**src/rtl/m72_pkg.sv**
```systemverilog
// Shared types and helpers for the SDRAM port arbiter.
package m72_pkg;

    // Arbiter state: waiting for a request, or one SDRAM access in flight.
    typedef enum logic [0:0] {
        ARB_IDLE = 1'b0,
        ARB_BUSY = 1'b1
    } arb_state_t;

    // Client id width: readers use 0..7, the loader uses a dedicated id above them.
    localparam int CLIENT_W = 4;
    localparam logic [CLIENT_W-1:0] SDR_CLIENT_LOADER = 4'd8;

    // Next round-robin pointer after granting idx, wrapping modulo n.
    function automatic int rr_wrap_next(input int idx, input int n);
        int nxt;
        if (idx + 1 >= n) begin
            nxt = 0;
        end else begin
            nxt = idx + 1;
        end
        return nxt;
    endfunction

endpackage

```
**src/rtl/rr_pick.sv**
```systemverilog
// Combinational round-robin picker: first pending client at or after the pointer,
// searching upward and wrapping modulo NUM_RD.
module rr_pick #(
    parameter int NUM_RD = 4,
    parameter int IW     = (NUM_RD > 1) ? $clog2(NUM_RD) : 1
) (
    input  logic [NUM_RD-1:0] i_pend,
    input  logic [IW-1:0]     i_ptr,
    output logic              o_valid,
    output logic [IW-1:0]     o_idx
);

    // Scan NUM_RD positions starting at the pointer; the first hit wins.
    always_comb begin
        logic          w_found;
        logic          w_hit;
        logic [IW-1:0] w_idx;
        int            w_cand;
        w_found = 1'b0;
        w_hit   = 1'b0;
        w_idx   = '0;
        w_cand  = 0;
        for (int k = 0; k < NUM_RD; k++) begin
            w_cand  = (int'(i_ptr) + k) % NUM_RD;
            w_hit   = i_pend[IW'(w_cand)] & ~w_found;
            w_idx   = w_hit ? IW'(w_cand) : w_idx;
            w_found = w_found | w_hit;
        end
        o_valid = w_found;
        o_idx   = w_idx;
    end

endmodule

```
**src/rtl/sdram_port_arbiter.sv**
```systemverilog
// Shares one SDRAM controller port between the ROM loader (writes, absolute
// priority) and NUM_RD read clients served round-robin. All clients use a
// toggle handshake (pending while req != ack); one access is in flight at a time.
module sdram_port_arbiter
    import m72_pkg::*;
#(
    parameter int NUM_RD  = 4,
    parameter int AW      = 24,
    parameter int DW      = 16,
    parameter int TIMEOUT = 1023
) (
    input  logic                 sys_clk,
    input  logic                 reset,
    input  logic                 ld_req,
    output logic                 ld_ack,
    input  logic [AW-1:0]        ld_addr,
    input  logic [DW-1:0]        ld_data,
    input  logic [1:0]           ld_be,
    input  logic [NUM_RD-1:0]    rd_req,
    output logic [NUM_RD-1:0]    rd_ack,
    input  logic [NUM_RD*AW-1:0] rd_addr,
    output logic [NUM_RD*DW-1:0] rd_data,
    output logic [AW-1:0]        sdr_addr,
    output logic [DW-1:0]        sdr_data,
    output logic [1:0]           sdr_be,
    output logic                 sdr_we,
    output logic                 sdr_req,
    input  logic                 sdr_rdy,
    input  logic [DW-1:0]        sdr_q,
    output logic                 timeout_err
);

    localparam int IW = (NUM_RD > 1) ? $clog2(NUM_RD) : 1;
    localparam int CW = (TIMEOUT > 1) ? $clog2(TIMEOUT + 1) : 1;

    arb_state_t           r_state;
    logic [CLIENT_W-1:0]  r_client;
    logic [CW-1:0]        r_cnt;
    logic [IW-1:0]        r_rr_ptr;
    logic                 r_ld_ack;
    logic [NUM_RD-1:0]    r_rd_ack;
    logic [DW-1:0]        r_rd_data [NUM_RD];
    logic [AW-1:0]        r_sdr_addr;
    logic [DW-1:0]        r_sdr_data;
    logic [1:0]           r_sdr_be;
    logic                 r_sdr_we;
    logic                 r_sdr_req;
    logic                 r_timeout_err;

    logic                 w_ld_pend;
    logic [NUM_RD-1:0]    w_rd_pend;
    logic [AW-1:0]        w_rd_addr [NUM_RD];
    logic                 w_pick_valid;
    logic [IW-1:0]        w_pick_idx;
    logic [IW-1:0]        w_grant_idx;
    logic                 w_is_read;
    logic                 w_timed_out;
    logic                 w_done;
    logic [DW-1:0]        w_done_data;

    assign w_ld_pend   = ld_req ^ r_ld_ack;
    assign w_rd_pend   = rd_req ^ r_rd_ack;
    assign w_grant_idx = r_client[IW-1:0];
    assign w_is_read   = (r_client != SDR_CLIENT_LOADER);
    assign w_timed_out = (r_cnt == CW'(TIMEOUT));
    assign w_done      = sdr_rdy | w_timed_out;
    // An aborted read returns all ones so the client sees an obviously bad word.
    assign w_done_data = sdr_rdy ? sdr_q : {DW{1'b1}};

    for (genvar g = 0; g < NUM_RD; g++) begin : g_client
        assign w_rd_addr[g]         = rd_addr[g*AW +: AW];
        assign rd_data[g*DW +: DW]  = r_rd_data[g];
    end

    rr_pick #(
        .NUM_RD (NUM_RD),
        .IW     (IW)
    ) u_rr_pick (
        .i_pend  (w_rd_pend),
        .i_ptr   (r_rr_ptr),
        .o_valid (w_pick_valid),
        .o_idx   (w_pick_idx)
    );

    // Arbiter FSM: grant in IDLE, hold the request in BUSY until rdy or timeout.
    always_ff @(posedge sys_clk) begin
        if (reset) begin
            r_state       <= ARB_IDLE;
            r_client      <= '0;
            r_cnt         <= '0;
            r_rr_ptr      <= '0;
            r_ld_ack      <= 1'b0;
            r_rd_ack      <= '0;
            r_sdr_addr    <= '0;
            r_sdr_data    <= '0;
            r_sdr_be      <= 2'b00;
            r_sdr_we      <= 1'b0;
            r_sdr_req     <= 1'b0;
            r_timeout_err <= 1'b0;
            for (int i = 0; i < NUM_RD; i++) begin
                r_rd_data[i] <= '0;
            end
        end else begin
            case (r_state)
                ARB_IDLE: begin
                    r_cnt <= '0;
                    if (w_ld_pend) begin
                        // Loader wins outright; readers wait out the ROM download.
                        r_client   <= SDR_CLIENT_LOADER;
                        r_sdr_addr <= ld_addr;
                        r_sdr_data <= ld_data;
                        r_sdr_be   <= ld_be;
                        r_sdr_we   <= 1'b1;
                        r_sdr_req  <= 1'b1;
                        r_state    <= ARB_BUSY;
                    end else if (w_pick_valid) begin
                        r_client   <= CLIENT_W'(w_pick_idx);
                        r_sdr_addr <= w_rd_addr[w_pick_idx];
                        r_sdr_be   <= 2'b11;
                        r_sdr_we   <= 1'b0;
                        r_sdr_req  <= 1'b1;
                        r_rr_ptr   <= IW'(rr_wrap_next(int'(w_pick_idx), NUM_RD));
                        r_state    <= ARB_BUSY;
                    end else begin
                        r_sdr_req  <= 1'b0;
                    end
                end
                ARB_BUSY: begin
                    if (w_done) begin
                        r_sdr_req <= 1'b0;
                        r_cnt     <= '0;
                        r_state   <= ARB_IDLE;
                        if (!sdr_rdy) begin
                            r_timeout_err <= 1'b1;
                        end
                        if (w_is_read) begin
                            r_rd_data[w_grant_idx] <= w_done_data;
                            r_rd_ack[w_grant_idx]  <= ~r_rd_ack[w_grant_idx];
                        end else begin
                            r_ld_ack <= ~r_ld_ack;
                        end
                    end else begin
                        r_cnt <= r_cnt + CW'(1);
                    end
                end
                default: begin
                    r_state   <= ARB_IDLE;
                    r_sdr_req <= 1'b0;
                end
            endcase
        end
    end

    assign ld_ack      = r_ld_ack;
    assign rd_ack      = r_rd_ack;
    assign sdr_addr    = r_sdr_addr;
    assign sdr_data    = r_sdr_data;
    assign sdr_be      = r_sdr_be;
    assign sdr_we      = r_sdr_we;
    assign sdr_req     = r_sdr_req;
    assign timeout_err = r_timeout_err;

endmodule

```
**config.mk**
```make
export PLATFORM = sky130hd
export DESIGN_NAME = sdram_port_arbiter
export DESIGN_NICKNAME = d
export VERILOG_FILES = /design/src/rtl/m72_pkg.sv /design/src/rtl/rr_pick.sv /design/src/rtl/sdram_port_arbiter.sv
export SDC_FILE = /design/constraint.sdc
export NUM_CORES = 1
export LEC_CHECK = 0
export ABC_AREA = 1
export ABC_CLOCK_PERIOD_IN_PS = 4300
export CAP_MARGIN = 20
export CORE_MARGIN = 3
export CORE_UTILIZATION = 46
export DETAILED_ROUTE_END_ITERATION = 8
export GPL_TIMING_DRIVEN = 0
export PLACE_DENSITY = 0.86
export SLEW_MARGIN = 5
export SYNTH_ARGS = -nofsm -noshare
export SYNTH_HDL_FRONTEND = slang
export SYNTH_HIERARCHICAL = 1
export SYNTH_SLANG_ARGS = --single-unit
```
**constraint.sdc**
```tcl
create_clock -name sys_clk -period 4.3 [get_ports sys_clk]
set_input_delay 0.43 -clock sys_clk [delete_from_list [all_inputs] [get_ports sys_clk]]
set_output_delay 0.43 -clock sys_clk [all_outputs]
set_load 0.02 [all_outputs]
```
==> metrics, run 1 <==
layout cell share with drive strength beyond 1=8.04%; GPL Wtd Cong=0.917; Post-synth EDFFs=64; final worst slack=1.48 ns; slowest stage delay, CP=0.47 ns; Min-Delay Path Class=reg2reg; drt initial violations=502; Final setup violation count=0; area grow syn2layout=57.2%; Worst R2R Setup Slack=1.53 ns; CTS hold repair buffers=0; Crit Path Max Fanout=10; Worst R2R End=sdr_addr[3]; CTS Buffer Depth=2; most used cell along the critical path=nand2_1; Cell Pwr Density=about 610 nW/um2; # fillers=1019; CP Cell Sequence=clkdlybuf4s50_1 -> xor2_1 -> inv_1 -> nand2_1 -> nand3_1 -> nand2_1 -> inv_1 -> nand4_1 -> nand3_1 -> clkbuf_1 -> inv_1 -> clkbuf_1 -> nor2_1 -> o21ai_0 -> o211ai_1 -> nand2_1 -> nand2_1; Die Span Y=123 um; Synth Area per Inst=7.80 um2; pre-CTS setup slack=1.10 ns; Worst path slowest cell=clkdlybuf4s50_1; Seq/Total Area, Yosys=approximately half; RSZ-0062 raised after global routing=false; H-tree depth=4; diode count=0; vias per cell=5.19; WL final=around 22 mm; All-Layer GR Usage=28.8%; clk slew on worst S/H paths=0.05 ns; R2R Path Start=rd_ack[1]; ranking of synthesized cells by area=edfxtp_1, dfxtp_1, nand2_1; die width=123 um; worst path required time=4.61 ns; crit path DAT=3.13 ns; Multi-input gate area=approximately 2700 um2; number of gates resized after cts=0; Worst VDD drop=0.000566 V; synth warn=6; Final TNS setup=0 ns; Routed wire per std cell=17.1 um; largest net degree at the start of global routing=17; Vias=6722; Clock Skew=0.00840 ns; Placed Instances=1263; FF+latch area=3220 um2; IO buf count=roughly 280; fin crit share=between 60% and 70%; top_reg_cell synth=dfxtp_1; Core Area=13300 um2; die area=15200 um2; drt drc=0; # IOs=276; TritonCTS Sinks=129; status=complete, no violations; overall power=6080 uW; final slew viol count=0; Overflow after GRT=0; Worst-Skew Late Latency=0.41 ns; worst-margin pin slew=about 0.83 ns; fin cells=1295; Final Hold Fails=0; first-pass GRT wire length=33.5 mm; WHS Endpoint=sdr_addr[3]; commonest cells in the netlist=nand2_1, nor2_1, dfxtp_1; r2r worst-path depth=16; Final #Nets=1270; Detailed Routing Iterations Pass 1=5; Leakage=0.00412 uW; worst hold slack=0.454 ns; Worst Hold Depth=2; number of global-route vias before repair=6507; critical path capture point type=flop; critical path startpoint category=input port; # Post-CTS Setup Buffers=0; critical path class=in2reg; Cell Rows=42; post-DP HPWL=17.0 mm; Seq cells post-synth=between 100 and 150; max cap viols=0; Initial Util=47.5%; Antenna Nets Post-Route=0; Final min period=2.82 ns; initial antenna violation count=0; Synth area leader=edfxtp_1; FFs w/ async S/R, synth=0%; share of the synthesized area in the top cell type=a little under a third; TritonCTS Buffers=17; cell count after synthesis=between 800 and 900; Slew Limit Headroom=44.8%; upper clock frequency limit=approximately 350 MHz; CTS root buf=clkbuf_16; Synth Cell Area=6340 um2; hold_sp=sdr_addr[3]; CTS tree=built; Distinct cells, synth=31; most numerous cell in the Yosys netlist=nand2_1; Net Count, Synth=about 1000
cell usage in the layout, fill, tap and decap left out:
cell type        instances
a21oi_1                 47
a21oi_4                  1
buf_12                   1
buf_2                   12
buf_6                    1
bufinv_16                2
clkbuf_1                30
clkbuf_16               19
clkbuf_4                 1
clkbuf_8                 6
clkdlybuf4s50_1        275
clkinv_4                 1
clkinvlp_4               1
dfxtp_1                 65
edfxtp_1                64
ha_1                     2
inv_1                   50
inv_2                   14
inv_6                    1
nand2_1                193
nand2_2                  9
nand2_4                  1
nand3_1                 50
nand3_2                  3
nand3_4                  1
nand3b_1                 1
nand4_1                  7
nor2_1                 174
nor2_2                   1
nor2_4                   7
nor2_8                   4
nor3_1                   4
nor3b_1                  3
o211a_1                  1
o211ai_1                10
o21ai_0                 47
o21ai_1                  1
or2_2                    4
xor2_1                   5
routing by layer:
| layer | vias to the layer above | GRT usage [%] | routed length, um |
|---|---|---|---|
| li1 | 3212 | - | - |
| met5 | - | 0 | 0 |
| met1 | 3073 | 31.1 | 7780 |
| met4 | 0 | 12.6 | 956 |
| met2 | 366 | 53.7 | 11800 |
| met3 | 71 | 6.40 | 1660 |
power by group:
part           internal (uW)  leakage [uW]  switching, uW
clock                   1030      0.000320            517
combinational           1060       0.00260           1840
sequential              1520       0.00120            118
total                   3610       0.00412           2470
worst max-delay path by stage:
stage	start	endpoint	cells past startpoint
floorplan	rd_ack[1]	sdr_addr[19]	17
global placement	rd_req[0]	sdr_addr[3]	17
detailed placement	rd_req[0]	sdr_addr[8]	17
CTS	rd_req[0]	sdr_addr[3]	17
global route	rd_req[0]	sdr_addr[0]	19
finish	rd_req[0]	sdr_addr[3]	17
through the flow:
step	utilization [%]	instance area, um2
global route	74.6	9960
global placement	69.7	9310
finish	74.6	9960
floorplan	-	6340
CTS	74.6	9960
detailed placement	69.7	9310
sequential cells by signal (all words and copies together), names as in the netlist, 2 cells and up:
name	cells
sdr_addr	24
rd_ack	4
sdr_data	16
sdr_be	2
r_rd_data	64
r_cnt	10
r_client	2
r_rr_ptr	2
layout make-up:
class,count,area share [%]
Sequential cell,129,32.3
Timing Repair Buffer,275,27.6
Multi-Input combinational cell,576,26.8
Clock buffer,27,5.71
Inverter,64,2.41
Tap cell,176,2.21
Buffer,43,2.01
Clock inverter,5,0.854
critical path: cells and delay by family:
family | cells | cell delay [ns]
simple gates | 8 | 0.74
xor+xnor | 1 | 0.19
compound gates | 2 | 0.24
buf+inv | 6 | 1.53
logic make-up after synthesis:
logic type / Yosys count / share of synthesized area [%]
simple gates: 462 / 32.0
flops: 129 / 50.9
compound gates: 107 / 9.10
buf+inv: 107 / 6.95
xor+xnor: 5 / 0.691
fa+ha+maj: 2 / 0.395
Power figures use the tool's default switching activity.
==> run 2, diff against run 1 <==
--- a/config.mk
+++ b/config.mk
@@ -6,13 +6,13 @@
 export NUM_CORES = 1
 export LEC_CHECK = 0
 export ABC_AREA = 1
-export ABC_CLOCK_PERIOD_IN_PS = 4300
+export ABC_CLOCK_PERIOD_IN_PS = 2850
 export CAP_MARGIN = 20
 export CORE_MARGIN = 3
-export CORE_UTILIZATION = 46
+export CORE_UTILIZATION = 43
 export DETAILED_ROUTE_END_ITERATION = 8
 export GPL_TIMING_DRIVEN = 0
-export PLACE_DENSITY = 0.86
+export PLACE_DENSITY = 0.82
 export SLEW_MARGIN = 5
 export SYNTH_ARGS = -nofsm -noshare
 export SYNTH_HDL_FRONTEND = slang
==> constraint.sdc (replaced) <==
create_clock -name sys_clk -period 2.85 [get_ports sys_clk]
set_input_delay 0.285 -clock sys_clk [delete_from_list [all_inputs] [get_ports sys_clk]]
set_output_delay 0.285 -clock sys_clk [all_outputs]
set_load 0.02 [all_outputs]
==> run 2 against run 1 <==
  * Design area fell by 0.89%
  * Combinational power rose by 51%
  * Clock skew shrank 0.0015 ns
  * Largest cell class unchanged
  * Global-route usage is 3.0 points lower
  * Utilization shrank 4.9 points
  * Sequential share of layout area increased by 0.29 points
  * Sequential power up 52%
  * Register-to-register slack lost 1.4 ns
  * Wire length down 3.8%
  * Clock-buffer cell count down 8
  * Worst hold slack lost 0.0031 ns
==> metrics, run 2 (synthesis results as in run 1) <==
Worst-Skew Late Latency=0.41 ns; TritonCTS Sinks=129; crit path capture=sdr_addr[4]; drt drc=0; worst-margin pin slew=roughly 0.74 ns; critical path startpoint category=flop; leading cell types in the layout, fill and taps excluded=clkdlybuf4s50_1, nand2_1, nor2_1, dfxtp_1, edfxtp_1; Clock Skew=0.00689 ns; H-tree depth=4; CTS Buffer Depth=2; CP startpoint=rd_ack[2]; Vias=6539; IO buf count=approximately 280; number of flip-flops in the largest register=64; critical path class=reg2reg; fin cells=1297; Detailed Routing Iterations Pass 1=6; upper clock frequency limit=between 300 and 400 MHz; Min-Delay Path Class=reg2reg; Routed wire per std cell=approximately 16 um; Final setup violation count=0; Crit Path Max Fanout=10; Multi-input gate area=2680 um2; Core Area=14100 um2; max cap viols=0; initial antenna violation count=0; Slew Limit Headroom=50.4%; die width=about 130 um; WL final=21.3 mm; first-pass GRT wire length=between 30 and 40 mm; layout cell share with drive strength beyond 1=8.15%; FF+latch area=3220 um2; area grow syn2layout=55.8%; Placed Instances=1267; critical path capture point type=flop; GR met1 Demand/Resource=29.8%; vias per cell=5.04; largest net degree at the start of global routing=17; die area=16200 um2; GPL Wtd Cong=0.894; drt initial violations=452; status=complete, no violations; Largest Register=r_rd_data; # IOs=276; Cell Pwr Density=between 900 and 1000 nW/um2; RSZ-0062 raised after global routing=false; R2R Path Start=rd_ack[2]; gr busiest metal=met2; Finished Cell Area=just under 10000 um2; post-DP HPWL=16.5 mm; r2r worst-path depth=14; All-Layer GR Usage=25.8%; Final min period=2.69 ns; Post-Place Cell Area=9310 um2; Initial Util=44.8%; diode count=0; CTS tree=built; fin crit share=94.3%; # fillers=1105; GRT met2 Usage=46.8%; Worst R2R Setup Slack=0.16 ns; crit path DAT=3.04 ns; final slew viol count=0; Worst VDD drop=between 0.0006 and 0.0007 V; Overflow after GRT=0; Worst R2R End=sdr_addr[4]; # Post-CTS Setup Buffers=0; most common cell after layout, fill and taps aside=clkdlybuf4s50_1; CTS root buf=clkbuf_16; Die Span Y=between 100 and 150 um; number of global-route vias before repair=~6.3k; Layout Utilization=69.8%; worst path required time=~3.2 ns; Antenna Nets Post-Route=0; clk slew on worst S/H paths=0.06 ns; Final Hold Fails=0; GRT met3 Usage=6.35%; Final #Nets=1269; TritonCTS Buffers=17; Cell Rows=43; Leakage=0.00407 uW
## run 2: changes by cell type in the layout (fill, tap and decap cells not counted), moves of 2 or more
cell | previous run | this run
clkbuf_1 | 30 | 26
clkbuf_16 | 19 | 17
clkinv_1 | 0 | 3
clkbuf_8 | 6 | 0
clkinv_2 | 0 | 3
clkbuf_2 | 0 | 3
## run 2: how the worst min path moves through the flow
stage	from	endpoint	cells past startpoint	slack [ns]
after global routing	sdr_addr[19]	sdr_addr[19]	2	0.46
after detailed placement	sdr_addr[0]	sdr_addr[0]	2	0.44
after floorplan	r_cnt[0]	r_cnt[0]	1	0.44
after global placement	sdr_addr[0]	sdr_addr[0]	2	0.44
after CTS	ld_data[5]	sdr_data[5]	3	0.44
final	sdr_addr[1]	sdr_addr[1]	2	0.45
## run 2: power breakdown
group / leakage, uW / total, uW / switching (uW) / internal, uW
clock: 0.000265 / 2050 / 781 / 1270
combinational: 0.00261 / 4380 / 2770 / 1610
sequential: 0.00120 / 2490 / 190 / 2300
## run 2: cell type report
| type | instances | share of cell area [%] |
|---|---|---|
| clock inverter | 12 | 1.20 |
| timing repair buffer | 275 | 27.9 |
| inverter | 64 | 2.43 |
| sequential | 129 | 32.6 |
| tap | 180 | 2.28 |
| clock buffer | 19 | 4.38 |
| multi-input combinational | 576 | 27.1 |
| buffer | 42 | 2.04 |
## run 2: metal layers
metal	vias up	share of wire (%)
met4	0	2.5
met1	2987	38
met2	300	52
li1	3207	-
met5	-	0
met3	45	7.5
## run 2: stage by stage
| step | power, uW | hold slack, ns | setup slack (ns) | TNS [ns] |
|---|---|---|---|---|
| floorplan | 5190 | 0.442 | 0.594 | 0 |
| global placement | 6780 | 0.437 | -0.363 | -4.16 |
| detailed placement | 6820 | 0.438 | -0.346 | -3.93 |
| CTS | 8880 | 0.442 | 0.0333 | 0 |
| global route | 9470 | 0.464 | 0.00454 | 0 |
| finish | 8920 | 0.451 | 0.163 | 0 |
## run 2: critical path, stage by stage, from the launching register on
cell,delay (ns)
dfxtp_1,0.37
xor2_2,0.22
inv_1,0.09
nand2_1,0.08
nand3_2,0.09
nand2_2,0.09
nor2_4,0.15
nand4_1,0.09
nand3_1,0.11
clkbuf_1,0.35
clkbuf_1,0.46
a21oi_1,0.07
a21oi_1,0.30
nor2_1,0.08
nor2_1,0.08
## run 2: what timing repair did
action,CTS,global route
gates resized for setup,1,9
setup endpoints to repair,1,18
hold buffers,0,0
==> run 3, diff against run 2 <==
--- a/config.mk
+++ b/config.mk
@@ -6,13 +6,15 @@
 export NUM_CORES = 1
 export LEC_CHECK = 0
 export ABC_AREA = 1
-export ABC_CLOCK_PERIOD_IN_PS = 2850
+export ABC_CLOCK_PERIOD_IN_PS = 2450
 export CAP_MARGIN = 20
 export CORE_MARGIN = 3
-export CORE_UTILIZATION = 43
+export CORE_UTILIZATION = 39
+export CTS_CLUSTER_DIAMETER = 150
 export DETAILED_ROUTE_END_ITERATION = 8
 export GPL_TIMING_DRIVEN = 0
-export PLACE_DENSITY = 0.82
+export PLACE_DENSITY = 0.78
+export SETUP_SLACK_MARGIN = 0.1
 export SLEW_MARGIN = 5
 export SYNTH_ARGS = -nofsm -noshare
 export SYNTH_HDL_FRONTEND = slang
==> constraint.sdc (replaced) <==
create_clock -name sys_clk -period 2.45 [get_ports sys_clk]
set_input_delay 0.245 -clock sys_clk [delete_from_list [all_inputs] [get_ports sys_clk]]
set_output_delay 0.245 -clock sys_clk [all_outputs]
set_load 0.02 [all_outputs]
==> run 3 against run 2 <==
  * Sequential share of layout area down 0.78 points
  * Worst setup slack better by 0.048 ns
  * Register-to-register slack better by 0.05 ns
  * Combinational power up 27%
==> metrics, run 3 (synthesis results as in run 1) <==
worst path required time=between 2 and 3 ns; Worst-Skew Late Latency=0.41 ns; most used cell along the critical path=nand2_1; number of global-route vias before repair=6342; R2R Path Start=rd_ack[0]; final slew viol count=0; clk slew on worst S/H paths=0.06 ns; H-tree depth=4; Crit Path Max Fanout=10; vias per cell=around 4.8; status=complete, no violations; # fillers=1314; All-Layer GR Usage=23.3%; crit path DAT=2.55 ns; final worst slack=0.211 ns; diode count=0; RSZ-0062 raised after global routing=true; Slew Limit Headroom=60.9%; critical path startpoint category=flop; CP Buf/Inv Count=5; CTS tree=built; area grow syn2layout=60.5%; CP startpoint=rd_ack[0]; r2r worst-path depth=17; Vias=6466; drt drc=0; GPL Wtd Cong=0.899; Post-Place Cell Area=9350 um2; Worst VDD drop=between 0.0009 and 0.001 V; CTS Buffer Depth=2; Detailed Routing Iterations Pass 1=5; Leakage=about 0.0042 uW; fin crit share=91.4%; critical path class=reg2reg; TritonCTS Buffers=17; Clock Skew=~0.0092 ns; Worst path slowest cell=dfxtp_4; Overflow after GRT=0; die area=17800 um2; Final setup violation count=0; crit-path leading delay family=simple AND/OR/NAND/NOR gates; Final min period=2.24 ns; Routed wire per std cell=15.9 um; Final #Nets=1274; Worst R2R End=sdr_addr[5]; worst hold slack=0.413 ns; leading cell types in the layout, fill and taps excluded=clkdlybuf4s50_1, nand2_1, nor2_1, edfxtp_1, dfxtp_1; largest net degree at the start of global routing=17; die width=133 um; pre-CTS setup slack=-0.677 ns; upper clock frequency limit=447 MHz; hold_sp=ld_data[7]; critical path capture point type=flop; post-DP HPWL=16.5 mm; CTS root buf=clkbuf_16; Min-Delay Path Class=in2reg; layout cell share with drive strength beyond 1=12.3%; Worst R2R Setup Slack=~0.21 ns; crit path capture=sdr_addr[5]; Die Span Y=about 130 um; max cap viols=0; IO buf count=275; # IOs=276; most common cell after layout, fill and taps aside=clkdlybuf4s50_1; number of flip-flops in the largest register=64; Worst Hold Depth=3; Antenna Nets Post-Route=0; Worst path depth=17; worst-margin pin slew=~0.59 ns; Cell Rows=between 40 and 50; slowest stage delay, CP=0.36 ns; Final Hold Fails=0; Cell Pwr Density=1070 nW/um2; Finished Cell Area=10200 um2; initial antenna violation count=0; CP Cell Sequence=xor2_2 -> inv_1 -> nand2_2 -> nand3_4 -> nand2_4 -> nor2_4 -> nand3_2 -> nand2_1 -> nand2_1 -> inv_2 -> buf_6 -> inv_2 -> clkbuf_2 -> o21ai_0 -> o211ai_1 -> nand2_1 -> nand2_1; Largest Register=r_rd_data; drt initial violations=326; TritonCTS Sinks=129; Initial Util=40.8%; WL final=21.2 mm; first-pass GRT wire length=32.3 mm; Core Area=about 16000 um2
-- run 3: cell count changes in the layout (fill, tap and decap cells not counted), moves of 5 or more --
cell / delta
a21oi_1: -5
a21oi_2: +5
buf_6: +5
clkbuf_1: -12
dfxtp_1: -5
inv_6: +5
nand2_1: -9
nand2_2: +6
o21ai_0: -10
o21ai_1: +9
-- run 3: through the flow --
step	util (%)	setup TNS, ns	instances	power (uW)
finish	65.4	0	1334	10900
CTS	64.5	0	1330	10600
global placement	60.2	-30.49	1298	7870
detailed placement	60.2	-32.03	1298	7930
global route	65.4	0	1334	11600
floorplan	-	0	812	6030
-- run 3: how the worst min path moves through the flow --
stage,endpoint
2_1_floorplan,sdr_be[0]
3_3_place_gp,timeout_err
3_5_place_dp,sdr_addr[5]
4_1_cts,sdr_data[7]
5_1_grt,sdr_data[14]
6_report,sdr_data[7]
-- run 3: routing by layer --
| layer | track usage, % | up-vias | part of all wire (%) |
|---|---|---|---|
| li1 | - | 3224 | - |
| met1 | 24.5 | 2910 | 36 |
| met3 | 6.34 | 45 | 8.1 |
| met5 | 0 | - | 0 |
| met4 | 11.8 | 0 | 3.8 |
| met2 | 42.4 | 287 | 52 |
-- run 3: where the power goes --
group          leakage, uW  switching (uW)  total (uW)  internal [uW]
clock             0.000276             952        2450           1500
sequential         0.00120             211        2880           2670
combinational      0.00269            3340        5580           2240
-- run 3: area by class of cell --
cell class | count | area, um2 | area share, %
inverter | 64 | 243 | 2.39
sequential | 129 | 3240 | 31.9
multi-input combinational | 576 | 2790 | 27.4
tap | 211 | 264 | 2.60
buffer | 43 | 269 | 2.65
clock buffer | 17 | 425 | 4.18
clock inverter | 15 | 154 | 1.51
timing repair buffer | 279 | 2790 | 27.4
-- run 3: timing repair --
action                                  4_1_cts  5_1_grt
hold buffers                                  0        0
endpoints found under the hold margin         0        0
gates resized for setup                      36       57
endpoints found under the setup margin       90       88
pin swaps                                     4        9
setup buffers                                 0        4
-- run 3: worst reg2reg max path: stages (launching register included) --
cell	delay (ns)
dfxtp_4	0.36
xor2_2	0.15
inv_1	0.09
nand2_2	0.08
nand3_4	0.10
nand2_4	0.08
nor2_4	0.15
nand3_2	0.08
nand2_1	0.06
nand2_1	0.05
inv_2	0.06
buf_6	0.11
inv_2	0.04
clkbuf_2	0.19
o21ai_0	0.27
o211ai_1	0.13
nand2_1	0.10
nand2_1	0.04
